[src/rtl/oam_dma_arbiter_pkg.sv]
// Shared types and bus constants for the sprite DMA engine / bus arbiter.
package oam_dma_arbiter_pkg;

    typedef enum logic [2:0] {
        IDLE,
        HALT,
        ALIGN,
        READ,
        WRITE
    } dma_state_t;

    localparam logic [15:0] DMA_TRIG_ADDR_C = 16'h4014;
    localparam logic [15:0] OAM_DATA_ADDR_C = 16'h2004;
    localparam int unsigned XFER_LEN_C      = 256;

endpackage

[src/rtl/oam_dma_arbiter.sv]
// Sprite DMA engine: stalls the CPU, copies one page into the OAM data port,
// then hands the bus back to the CPU.
module oam_dma_arbiter
    import oam_dma_arbiter_pkg::*;
#(
    parameter logic [15:0] DMA_TRIG_ADDR = DMA_TRIG_ADDR_C,
    parameter logic [15:0] OAM_DATA_ADDR = OAM_DATA_ADDR_C,
    parameter int unsigned XFER_LEN      = XFER_LEN_C
) (
    input  logic        CLK,
    input  logic        RESET_N,
    input  logic [15:0] cpu_addr,
    input  logic [7:0]  cpu_wdata,
    input  logic        cpu_we,
    output logic        cpu_rdy,
    input  logic [7:0]  bus_rdata,
    output logic [15:0] bus_addr,
    output logic [7:0]  bus_wdata,
    output logic        bus_we,
    output logic        dma_active
);

    localparam logic [7:0] LAST_IDX = 8'(XFER_LEN - 1);

    dma_state_t state_q, state_d;
    logic [7:0] page_q, page_d;
    logic [7:0] idx_q, idx_d;
    logic       parity_q, parity_d;

    always_ff @(posedge CLK) begin
        if (!RESET_N) begin
            state_q  <= IDLE;
            page_q   <= '0;
            idx_q    <= '0;
            parity_q <= 1'b0;
        end else begin
            state_q  <= state_d;
            page_q   <= page_d;
            idx_q    <= idx_d;
            parity_q <= parity_d;
        end
    end

    always_comb begin
        state_d    = state_q;
        page_d     = page_q;
        idx_d      = idx_q;
        parity_d   = ~parity_q;
        cpu_rdy    = 1'b0;
        dma_active = 1'b1;
        bus_addr   = cpu_addr;
        bus_wdata  = cpu_wdata;
        bus_we     = 1'b0;

        case (state_q)
            IDLE: begin
                cpu_rdy    = 1'b1;
                dma_active = 1'b0;
                bus_we     = cpu_we;
                if (cpu_we && (cpu_addr == DMA_TRIG_ADDR)) begin
                    page_d  = cpu_wdata;
                    idx_d   = '0;
                    state_d = HALT;
                end
            end
            // An odd DMA start needs one extra dummy cycle to realign reads.
            HALT:  state_d = parity_q ? ALIGN : READ;
            ALIGN: state_d = READ;
            READ: begin
                bus_addr = {page_q, idx_q};
                state_d  = WRITE;
            end
            WRITE: begin
                bus_addr  = OAM_DATA_ADDR;
                bus_we    = 1'b1;
                bus_wdata = bus_rdata;
                idx_d     = idx_q + 8'd1;
                state_d   = (idx_q == LAST_IDX) ? IDLE : READ;
            end
            default: state_d = IDLE;
        endcase
    end

endmodule
[config.mk]
export PLATFORM = sky130hd
export DESIGN_NAME = oam_dma_arbiter
export DESIGN_NICKNAME = d
export VERILOG_FILES = /design/src/rtl/oam_dma_arbiter_pkg.sv /design/src/rtl/oam_dma_arbiter.sv
export SDC_FILE = /design/constraint.sdc
export NUM_CORES = 1
export LEC_CHECK = 0
export BUFFER_PORTS_ARGS = -buffer_cell sky130_fd_sc_hd__buf_4
export CAP_MARGIN = 20
export CORE_MARGIN = 2
export CORE_UTILIZATION = 48
export DETAILED_ROUTE_END_ITERATION = 10
export PLACE_DENSITY = 0.95
export REMOVE_ABC_BUFFERS = 1
export SYNTH_ARGS = -nofsm -noshare
export SYNTH_HDL_FRONTEND = slang
export SYNTH_SLANG_ARGS = --single-unit
[constraint.sdc]
create_clock -name CLK -period 3.2 [get_ports CLK]
set_input_delay 0.32 -clock CLK [delete_from_list [all_inputs] [get_ports CLK]]
set_output_delay 0.32 -clock CLK [all_outputs]
set_load 0.02 [all_outputs]
# After elaboration in Yosys (flattened, before gate mapping)
# Cells that the tools add are included.
word_totals:
  inputBits: 35
  output_inout_bits: 27
  latch_bits: 0
  ramBits: 0
  elab_cells: 29
  ff_bits: 20
  romBits: 0
  mem_count: 0
op_classes:
  n_addsub: 1
  n_eq_ne: 7
  mul: 0
  muxes: 11
  shift: 0
  n_reduce_logical: 5
  order_cmp: 0
  n_bitwise: 1
  div_mod_pow: 0
op_table:
  columns: ["operator", "n"]
  rows:
  - ["$pmux W16 S2", 1]
  - ["$eq A16 B15 Y1 const B", 1]
  - ["$mux W8", 2]
  - ["$pmux W8 S2", 1]
  - ["$pmux W3 S5", 1]
  - ["$add A8 B1 Y8 const B", 1]
  - ["$eq A8 B8 Y1 const B", 1]
  - ["$eq A3 B2 Y1 const B", 2]
  - ["$reduce_and A2 Y1", 2]
  - ["$eq A3 B1 Y1 const B", 1]
  - ["$eq A3 B3 Y1 const B", 1]
  - ["$logic_not A3 Y1", 1]
  - ["$mux W1", 3]
  - ["$mux W3", 1]
  - ["$mux W2", 1]
  - ["$ne A2 B2 Y1 const B", 1]
  - ["$pmux W1 S2", 1]
  - ["$reduce_bool A2 Y1", 1]
  - ["$logic_and A1 B1 Y1", 1]
  - ["$not A1 Y1", 1]

# Depth between registers and ports, before layout
# Gate-level depths: netlist of run 1.
depth:
  ltp_word: 4
  mapped_depth: 8

# Worst setup path before layout of run 1
# No wires, ideal clock.
synth_path:
  path_kind: "register -> register"
  startpoint: "reg state_q[0]"
  endpoint: "reg idx_q[4]"
  setup_slack_ns: 1.007
  path_buffers: 3
  path_stages_with_launch: 9
  synth_period_minus_slack_ns: 2.193
  arrival_ns: 2.066
  setup_time_ns: 0.127
  path_cell_list: "dfxtp_1 clkbuf_1 nor3_1 inv_2 nor4_4 buf_6 or2_2 buf_6 a31oi_1"
synth_between:
  elab_chain_len: 3
synth_lines:
  columns: ["item", "line_no", "rtl"]
  rows:
  - ["from (decl)", "oam_dma_arbiter.sv:25", "dma_state_t state_q, state_d;"]
  - ["from (signal assigned)", "oam_dma_arbiter.sv:37", "state_q <= state_d;"]
  - ["$eq A3 B3 Y1 or $logic_not A3 Y1 (tied branches)", "oam_dma_arbiter.sv:55", "case (state_q)"]
  - ["$reduce_bool A2 Y1 (no source line) or $ne A2 B2 Y1 (tied branches)", null, null]
  - ["$reduce_and A2 Y1 (no source line)", null, null]
  - ["to (signal assigned)", "oam_dma_arbiter.sv:39", "idx_q <= idx_d;"]
  - ["to (decl)", "oam_dma_arbiter.sv:27", "logic [7:0] idx_q, idx_d;"]
# Parallel ways exist; a longest one is shown, timed or not.
# A chain may end at the register's enable or synchronous reset.

# Final worst setup path of run 1
layout_path:
  startpoint: "reg state_q[2]"
  endpoint: "out bus_addr[11]"
layout_between:
  elab_chain_len: 2
layout_lines:
  columns: ["item", "line_no", "rtl"]
  rows:
  - ["$eq A3 B3 Y1 or $eq A3 B2 Y1 (tied branches)", "oam_dma_arbiter.sv:55", null]
  - ["$pmux W16 S2 *", "oam_dma_arbiter.sv:55", null]
  - ["to (decl)", "oam_dma_arbiter.sv:17", "output logic [15:0] bus_addr,"]
# Every way passes the cells marked *; elsewhere a longest branch is shown, timed or not.

==> flow_metrics.env, run 1 <==
export IMPL_yosys_area_share_simple_pct=26.9
export IMPL_yosys_warnings=0
export IMPL_vias=1356
export IMPL_cts_tree="built"
export IMPL_hold_path_class="input pin to flop"
export IMPL_synth_area_mm2=0.00117
export IMPL_clk_latency_ps=290
export IMPL_critPathArrivalTime_ps=2170
export IMPL_start_kind="flop"
export IMPL_seq_area_um2=400
export IMPL_clk_path_buf_depth=2
export IMPL_yosys_cell_types_count=31
export IMPL_path_delay_family="simple AND/OR/NAND/NOR gates"
export IMPL_clock_skew_ps=2.43
export IMPL_tightest_slew_ps=873
export IMPL_diodes=0
export IMPL_critPathMaxFanout=17
export IMPL_drive_above_1_share_pct=34.8
export IMPL_design_die_area_mm2=0.00284
export IMPL_num_io_pins=62
export IMPL_grt_total_usage_pct=26.6
export IMPL_routed_wl_um=3570
export IMPL_io_buffers=61
export IMPL_clkTransAtPathRegs_ps=100
export IMPL_die_x_um=53.3
export IMPL_synth_mux_area_share_pct=6.86
export IMPL_max_stage_delay_ps=680
export IMPL_p_leak_nw=0.774
export IMPL_setup_slack_ps=714
export IMPL_num_rows=17
export IMPL_path_cells="inv_1, nor3_1, buf_4, nor2_1, a22o_1, buf_4"
export IMPL_place_ws_ps=708
export IMPL_synth_xor_xnor_area_share_pct=0.750
export IMPL_ir_worst_vdd_uv=223
export IMPL_grt_max_degree=19
export IMPL_required_ps=2880
export IMPL_synth_compound_area_share_pct=25.0
export IMPL_crit_buf_inv=3
export IMPL_rsz0062_at_grt="false"
export IMPL_finalHoldViolCount=0
export IMPL_period_share_pct=77.7
export IMPL_ctsHoldBuffers=0
export IMPL_antenna_found_initial=0
export IMPL_post_cts_setup_buffers=0
export IMPL_drt_wirelength_per_cell_um=15.2
export IMPL_synthCells=149
export IMPL_synth_adder_area_share_pct=1.07
export IMPL_coreArea_mm2=0.00225
export IMPL_vias_per_cell=5.77
export IMPL_cts_resized=0
export IMPL_fin_nets=245
export IMPL_status="finished, final reports clean"
export IMPL_crit_path_frequent_cell="buf_4"
export IMPL_synth_top_family_by_area="simple AND/OR/NAND/NOR gates"
export IMPL_multi_input_area_um2=707
export IMPL_clock_fmax_mhz=402
export IMPL_cts_buffers=3
export IMPL_areaGrowthSynthToFinish_pct=41.9
export IMPL_crit_type="flop to output pin"
export IMPL_final_setup_viol_count=0
export IMPL_drv_slew=0
export IMPL_drtIter0Drc=52
export IMPL_dieHeight_um=53.3
export IMPL_cp_end_kind="output pin"
export IMPL_slew_headroom_pct=41.6
export IMPL_final_antenna_net_count=0
export IMPL_place_gp_congestion=0.829
export IMPL_fin_setup_tns_ps=0
export IMPL_drv_cap=0
export IMPL_grt_overflow=0
export IMPL_slowest_stage="nor2_1"
export IMPL_grt_pass1_wl_um=5570
export IMPL_drt_pass1_iter_count=4
export IMPL_syn_area_per_cell_um2=7.83
export IMPL_power_density_mw_per_mm2=370
export IMPL_h_tree_depth=1
export IMPL_fillCellCount=158
export IMPL_drc=0
export IMPL_root_buffer="clkbuf_4"
export IMPL_cts_sinks=20
export IMPL_synth_seq_cells=20
export IMPL_seq_area_frac_synth_pct=34.3
export IMPL_dp_hpwl_um=2800
export IMPL_grt_pass1_vias=1280
export IMPL_fin_crit_ps=2490
export IMPL_start_util_pct=51.8
==> tightest hold or removal path: cells and delay by family <==
| family | cells | cell delay (ps) |
|---|---|---|
| and+or+nand+nor | 1 | 70 |
| buffers and inverters | 1 | 90 |
| muxes | 1 | 60 |
==> through the flow <==
step | hold WS (ps) | util (%) | power (mW) | instances | area, um2
2_1_floorplan | 387 | - | 0.388 | 140 | 1120
3_3_place_gp | 400 | 72.5 | 0.500 | 232 | 1630
3_5_place_dp | 411 | 72.5 | 0.504 | 232 | 1630
4_1_cts | 270 | 73.5 | 0.614 | 235 | 1660
5_1_grt | 289 | 73.5 | 0.638 | 235 | 1660
6_report | 272 | 73.5 | 0.614 | 235 | 1660
==> registers in the layout (all words and copies together) (netlist names) <==
register,count
idx_q,8
state_q,3
page_q,8
parity_q,1
==> metal layers <==
layer / vias to the layer above / global-route usage, % / part of all wire (%)
met4: 0 / 8.55 / 1.5
met2: 75 / 46.9 / 50
met5: - / 0 / 0
li1: 651 / - / -
met3: 6 / 6.21 / 8.7
met1: 624 / 31.2 / 40
==> placed cells by master, fill, tap and decap left out, drive strengths merged, types with 4 or more instances in the layout <==
cell	n
nor2	17
mux2i	8
a22o	14
dfxtp	20
buf	64
nand3	4
o21a	4
nand2	33
o21ai	6
a21oi	5
a31oi	4
==> power by group <==
group          switching [mW]  internal (mW)  leakage (nW)
clock network          0.0716         0.0438        0.0138
registers              0.0141          0.257         0.161
logic                   0.121          0.105         0.598
total                   0.207          0.407         0.774
==> path summary, 6_finish.rpt <==
| kind | startpoint | end | slack [ps] | depth (start not counted) |
|---|---|---|---|---|
| worst min register to register | parity_q | parity_q | 440 | 1 |
| worst max-delay path | state_q[2] | bus_addr[11] | 710 | 6 |
| worst max register to register | state_q[0] | page_q[2] | 1160 | 6 |
| worst min-delay path | cpu_wdata[5] | page_q[5] | 270 | 3 |
==> cell usage after synthesis <==
cell type | number | area share (%)
nor3_1 | 3 | 1.3
a31oi_1 | 4 | 2.1
a22o_1 | 14 | 11
inv_2 | 1 | 0.32
nor2_1 | 17 | 5.5
or4b_2 | 1 | 0.86
clkbuf_1 | 7 | 2.3
inv_1 | 2 | 0.64
nand2_1 | 33 | 11
nand3_1 | 4 | 1.7
o31ai_1 | 1 | 0.64
nand3b_1 | 1 | 0.64
o21ai_0 | 5 | 2.1
o22a_1 | 2 | 1.5
o2111a_1 | 1 | 0.96
nand4b_1 | 1 | 0.75
or4_1 | 1 | 0.64
a21oi_1 | 5 | 2.1
xor2_1 | 1 | 0.75
mux2i_1 | 8 | 6.9
or3_1 | 2 | 1.1
ha_1 | 1 | 1.1
a211oi_1 | 3 | 1.9
and3_1 | 1 | 0.54
or4_4 | 1 | 0.96
or2_2 | 1 | 0.54
dfxtp_1 | 20 | 34
nor4_4 | 1 | 1.8
o21ai_1 | 1 | 0.43
buf_6 | 2 | 1.9
o21a_1 | 4 | 2.6
==> final cells by class <==
class / count / share of cell area (%)
multi-input cells: 117 / 42.7
inverters: 3 / 0.680
flip-flops and latches: 20 / 24.2
repair buffers: 64 / 29.0
well taps: 28 / 2.11
clock buffers: 3 / 1.36
==> kinds of logic (layout without fill, tap and decap cells) <==
kind of cell | count (synthesis) | count (layout)
multiplexers | 8 | 8
XOR/XNOR | 1 | 1
AND/OR/NAND/NOR | 67 | 67
buffers and inverters | 12 | 70
flip-flops | 20 | 20
adder cells (fa/ha/maj) | 1 | 1
AO/OA/AOI/OAI | 40 | 40
No activity file was read; power rests on OpenSTA's default activity.
==> inputs of run 2 (changes only) <==
Settings changed: ABC_AREA from default to 1, CORE_UTILIZATION 48 to 42, PLACE_DENSITY 0.95 to 0.86.
Clock period 3.2 ns to 2.1 ns, I/O delays scaled along.
==> run 2 against run 1 <==
Net effect: via count rose by 14%; clock-buffer cell count rose by 1; first-iteration DRC count fell by 27%; area after synthesis rose by 16%; utilization fell by 13 points; global-route usage fell by 4.7 points; sequential share of layout area fell by 2.5 points; critical endpoint is now bus_addr[13]; largest cell class unchanged; highest routed layer unchanged.
==> flow_metrics.env, run 2 <==
export IMPL_yosys_warnings=0
export IMPL_design_die_area_mm2=0.00368
export IMPL_drive_above_1_share_pct=32.1
export IMPL_cts_sinks=20
export IMPL_yosys_cell_types_count=26
export IMPL_fin_cells=318
export IMPL_synth_top_area_share_pct=29.7
export IMPL_drc=0
export IMPL_cts_tree="built"
export IMPL_synth_top_cells_by_count="nand2_1 (64), inv_1 (30), nor2_1 (26), dfxtp_1 (20), nand3_1 (15)"
export IMPL_num_rows=20
export IMPL_hold_path_class="input pin to flop"
export IMPL_cts_buffers=3
export IMPL_ys_dominant_reg_cell="dfxtp_1"
export IMPL_finalPower_uw=896
export IMPL_critPathMaxFanout=17
export IMPL_diodes=0
export IMPL_drt_wirelength_per_cell_um=11.6
export IMPL_vias_per_cell=4.88
export IMPL_fin_nets=311
export IMPL_io_buffers=61
export IMPL_fin_setup_tns_ps=0
export IMPL_die_x_um=60.7
export IMPL_tightest_slew_ps=507
export IMPL_synth_most_common_cell="nand2_1"
export IMPL_r2r_slack_ps=500
export IMPL_grt_overflow=0
export IMPL_synthCells=214
export IMPL_p_leak_nw=0.926
export IMPL_finalHoldViolCount=0
export IMPL_whs_path_depth=3
export IMPL_clk_latency_ps=310
export IMPL_start_kind="flop"
export IMPL_num_io_pins=62
export IMPL_top_regs="idx_q x8, page_q x8, state_q x3"
export IMPL_clkTransAtPathRegs_ps=110
export IMPL_status="finished, final reports clean"
export IMPL_grt_max_degree=24
export IMPL_synth_edf_count=0
export IMPL_drtIter0Drc=38
export IMPL_slew_headroom_pct=66.2
export IMPL_r2r_cells=4
export IMPL_final_setup_viol_count=0
export IMPL_h_tree_depth=1
export IMPL_hold_slack_ps=127
export IMPL_drv_cap=0
export IMPL_synth_area_top_cells="dfxtp_1 (30%), nand2_1 (18%), inv_1 (8.3%)"
export IMPL_root_buffer="clkbuf_4"
export IMPL_final_cell_mix="nand2_1 (64), buf_4 (62), inv_1 (30)"
export IMPL_required_ps=1890
export IMPL_drv_slew=0
export IMPL_dp_hpwl_um=2810
export IMPL_start_util_pct=44.2
export IMPL_dp_cells=314
export IMPL_grt_pass1_vias=1449
export IMPL_final_antenna_net_count=0
export IMPL_holdPathEnd="page_q[2]"
export IMPL_ctsHoldBuffers=0
export IMPL_ir_worst_vdd_uv=285
export IMPL_final_common_cell="nand2_1"
export IMPL_seq_area_frac_synth_pct=29.7
export IMPL_rsz0062_at_grt="false"
export IMPL_antenna_found_initial=0
export IMPL_yosys_area_top_type="dfxtp_1"
export IMPL_hold_start="cpu_wdata[2]"
export IMPL_clock_fmax_mhz=512
export IMPL_period_share_pct=92.9
export IMPL_clk_path_buf_depth=2
export IMPL_coreArea_mm2=0.00305
export IMPL_synth_area_mm2=0.00135
export IMPL_drt_pass1_iter_count=4
export IMPL_fin_crit_ps=1950
export IMPL_reg2reg_to="page_q[4]"
export IMPL_dieHeight_um=60.7
export IMPL_grt_pass1_wl_um=6100
export IMPL_place_gp_congestion=0.891
export IMPL_synth_async_reset_ratio_pct=0
export IMPL_final_util_pct=60.8
export IMPL_routed_wl_um=3690
export IMPL_power_density_mw_per_mm2=483
export IMPL_grt_total_usage_pct=21.9
export IMPL_areaGrowthSynthToFinish_pct=37.6
export IMPL_critPathArrivalTime_ps=1740
export IMPL_clock_skew_ps=2.63
export IMPL_cp_end_kind="output pin"
export IMPL_crit_type="flop to output pin"
export IMPL_reg2reg_from="state_q[2]"
export IMPL_synth_seq_cells=20
export IMPL_syn_area_per_cell_um2=6.30
export IMPL_vias=1551
## run 2: power breakdown
part           leakage [nW]  switching, mW  internal (mW)
combinational         0.743          0.145          0.127
clock                0.0210          0.124          0.106
sequential            0.162        0.00893          0.386
total                 0.926          0.277          0.619
## run 2: per-stage QoR
step / setup WS [ps] / cell area [um2]
floorplan: 429 / 1300
global placement: 461 / 1820
detailed placement: 419 / 1820
CTS: 73.9 / 1850
global route: 11.4 / 1860
finish: 148 / 1860
## run 2: how the worst max path moves through the flow
stage	cells past startpoint	slack (ps)	end	from
global route	8	10	bus_addr[13]	state_q[0]
floorplan	4	430	bus_addr[12]	state_q[0]
CTS	5	70	bus_addr[3]	state_q[0]
detailed placement	5	420	bus_addr[3]	state_q[0]
global placement	5	460	bus_addr[3]	state_q[0]
finish	8	150	bus_addr[13]	state_q[0]
## run 2: repair_timing
item | in CTS | in global routing
gates resized for setup | 0 | 1
endpoints found under the setup margin | 0 | 5
setup buffers | 0 | 0
## run 2: final cells by class
class | count | area [um2]
Clock buffer | 4 | 36.3
Fill cell | 317 | 1200
Inverter | 35 | 136
Multi-Input combinational cell | 153 | 761
Sequential cell | 20 | 402
Tap cell | 44 | 55.1
Timing Repair Buffer | 62 | 465
## run 2: cells by family after synthesis
| group | count (synthesis) | share of synthesized area, % |
|---|---|---|
| buf+inv | 41 | 13.9 |
| simple gates | 114 | 37.1 |
| flops | 20 | 29.7 |
| fa+ha+maj | 1 | 0.927 |
| compound gates | 38 | 18.4 |
## run 2: critical path, cell delays in order (launching register included)
cell	delay [ps]
dfxtp_2	370
nor2_1	210
nand2_4	80
inv_4	180
nor2_4	110
inv_4	140
nor2_2	40
a21oi_1	130
buf_4	160
## run 2: layer usage
layer  wire length [um]  track usage (%)
met1               1690             27.8
met2               1670             37.3
met3                247             4.69
met4                 80             6.83
met5                  0                0
==> inputs of run 3 (changes only) <==
Settings changed: CELL_PAD_IN_SITES_DETAIL_PLACEMENT from default to 2, CELL_PAD_IN_SITES_GLOBAL_PLACEMENT from default to 2, CORE_UTILIZATION 42 to 20, PLACE_DENSITY 0.86 to 0.83.
==> run 3 against run 2 <==
Net effect: highest routed layer unchanged; cell count is 11% higher; via count up 3.8%; largest power group unchanged; sequential share of layout area fell by 1.1 points; critical endpoint is now bus_addr[1]; utilization shrank 31 points; sequential power barely moved; largest cell class unchanged.
==> flow_metrics.env, run 3 (synthesized netlist as in run 2, its figures left out) <==
export IMPL_status="finished, final reports clean"
export IMPL_io_buffers=61
export IMPL_drtIter0Drc=49
export IMPL_final_antenna_net_count=0
export IMPL_final_cell_mix="nand2_1 (64), buf_4 (63), inv_1 (30)"
export IMPL_vias=1610
export IMPL_dp_cells=348
export IMPL_intPower_uw=681
export IMPL_drive_above_1_share_pct=32.2
export IMPL_clkTransAtPathRegs_ps=90
export IMPL_critPathArrivalTime_ps=1780
export IMPL_clk_latency_ps=270
export IMPL_slowest_stage="dfxtp_1"
export IMPL_p_leak_nw=0.947
export IMPL_required_ps=1890
export IMPL_p_sw_uw=311
export IMPL_vias_per_cell=4.56
export IMPL_num_rows=29
export IMPL_start_kind="flop"
export IMPL_met2_usage_pct=26.0
export IMPL_grt_total_usage_pct=14.8
export IMPL_slew_headroom_pct=74.5
export IMPL_fin_nets=313
export IMPL_ir_worst_vdd_uv=218
export IMPL_coreArea_mm2=0.00642
export IMPL_die_x_um=86.1
export IMPL_path_cells="nor3_4, buf_12, nor2_4, inv_4, o21ai_2, buf_4"
export IMPL_clock_fmax_mhz=501
export IMPL_grt_pass1_vias=1806
export IMPL_grtUsageMet1_pct=18.8
export IMPL_power_frac_seq_pct=39.8
export IMPL_ctsHoldBuffers=0
export IMPL_critPathMaxFanout=10
export IMPL_final_util_pct=30.3
export IMPL_routed_wl_um=5270
export IMPL_reg2reg_from="state_q[0]"
export IMPL_final_common_cell="nand2_1"
export IMPL_finalPower_uw=992
export IMPL_grt_max_degree=19
export IMPL_num_io_pins=62
export IMPL_start_util_pct=21.0
export IMPL_crit_buf_inv=3
export IMPL_clk_path_buf_depth=2
export IMPL_setup_slack_ps=105
export IMPL_finalHoldViolCount=0
export IMPL_met3_usage_pct=2.12
export IMPL_drc=0
export IMPL_switching_share_pct=31.4
export IMPL_areaGrowthSynthToFinish_pct=44.2
export IMPL_drv_slew=0
export IMPL_fin_crit_ps=1990
export IMPL_diodes=0
export IMPL_hold_start="cpu_wdata[2]"
export IMPL_cts_buffers=3
export IMPL_dp_hpwl_um=4080
export IMPL_crit_type="flop to output pin"
export IMPL_power_density_mw_per_mm2=510
export IMPL_root_buffer="clkbuf_8"
export IMPL_tightest_slew_ps=382
export IMPL_place_gp_congestion=0.849
export IMPL_max_stage_delay_ps=560
export IMPL_grt_pass1_wl_um=8640
export IMPL_drt_pass1_iter_count=4
export IMPL_clock_skew_ps=4.70
export IMPL_antenna_found_initial=0
export IMPL_combPwrFrac_pct=28.2
export IMPL_grt_busiest_layer="met2"
export IMPL_fin_cells=353
export IMPL_final_setup_viol_count=0
export IMPL_h_tree_depth=1
export IMPL_cts_sinks=20
export IMPL_drt_wirelength_per_cell_um=14.9
export IMPL_hold_path_class="input pin to flop"
export IMPL_dieHeight_um=86.1
export IMPL_cp_end_kind="output pin"
export IMPL_period_share_pct=95.0
export IMPL_grt_overflow=0
export IMPL_place_ws_ps=336
export IMPL_design_die_area_mm2=0.00742
export IMPL_cts_tree="built"
export IMPL_path_delay_family="flip-flops"
export IMPL_p_clk_share_pct=31.9
export IMPL_cp_startpoint="state_q[2]"
export IMPL_top_regs="idx_q x8, page_q x8, state_q x3"
export IMPL_drv_cap=0
[run 3: changes by cell type in the layout (fill, tap and decap cells not counted)]
cell and change:
buf_4 +1, dfxtp_2 -1, inv_2 -1, clkbuf_4 -3
dfxtp_1 +1, buf_12 +1, inv_4 +1, clkbuf_8 +3
[run 3: routing by layer]
layer	share of wire, %	vias to the layer above
met4	0.83	0
met3	4.6	5
met2	49	40
li1	-	799
met5	0	-
met1	46	766
[run 3: path summary, 6_finish.rpt]
kind         cells past startpoint     endpoint  slack (ps)
min                              3    page_q[2]         170
min reg2reg                      1     parity_q         440
max                              6  bus_addr[1]         110
max reg2reg                      6   state_q[0]         600
[run 3: area by class of cell]
| type | count | area (um2) |
|---|---|---|
| Fill cell | 807 | 4480 |
| Multi-Input combinational cell | 153 | 761 |
| Timing Repair Buffer | 64 | 493 |
| Sequential cell | 20 | 400 |
| Inverter | 35 | 139 |
| Tap cell | 77 | 96.3 |
| Clock buffer | 4 | 55.1 |
[run 3: power by group through the flow]
| stage | Clock (mW) | Sequential, mW | Combinational [mW] |
|---|---|---|---|
| 3_3_place_gp | 0 | 0.403 | 0.274 |
| 4_1_cts | 0.324 | 0.395 | 0.281 |
| 3_5_place_dp | 0 | 0.404 | 0.279 |
| 6_report | 0.317 | 0.395 | 0.280 |
| 5_1_grt | 0.344 | 0.397 | 0.304 |
| 2_1_floorplan | 0 | 0.402 | 0.135 |
[run 3: what timing repair did]
| item | in CTS | in global routing |
|---|---|---|
| setup buffers | 0 | 1 |
| setup endpoints to repair | 0 | 8 |
| gates resized for setup | 0 | 2 |
[run 3: metrics by stage]
step	instance area, um2	setup TNS [ps]	hold WS (ps)
global placement	1870	0	421
finish	1940	0	173
global route	1940	-12.3	202
floorplan	1300	0	330
CTS	1920	0	171
detailed placement	1870	0	429
[run 3: worst min-delay path: cells and delay by family]
family | cells | cell delay (ps)
simple gates | 2 | 120
buf+inv | 1 | 80
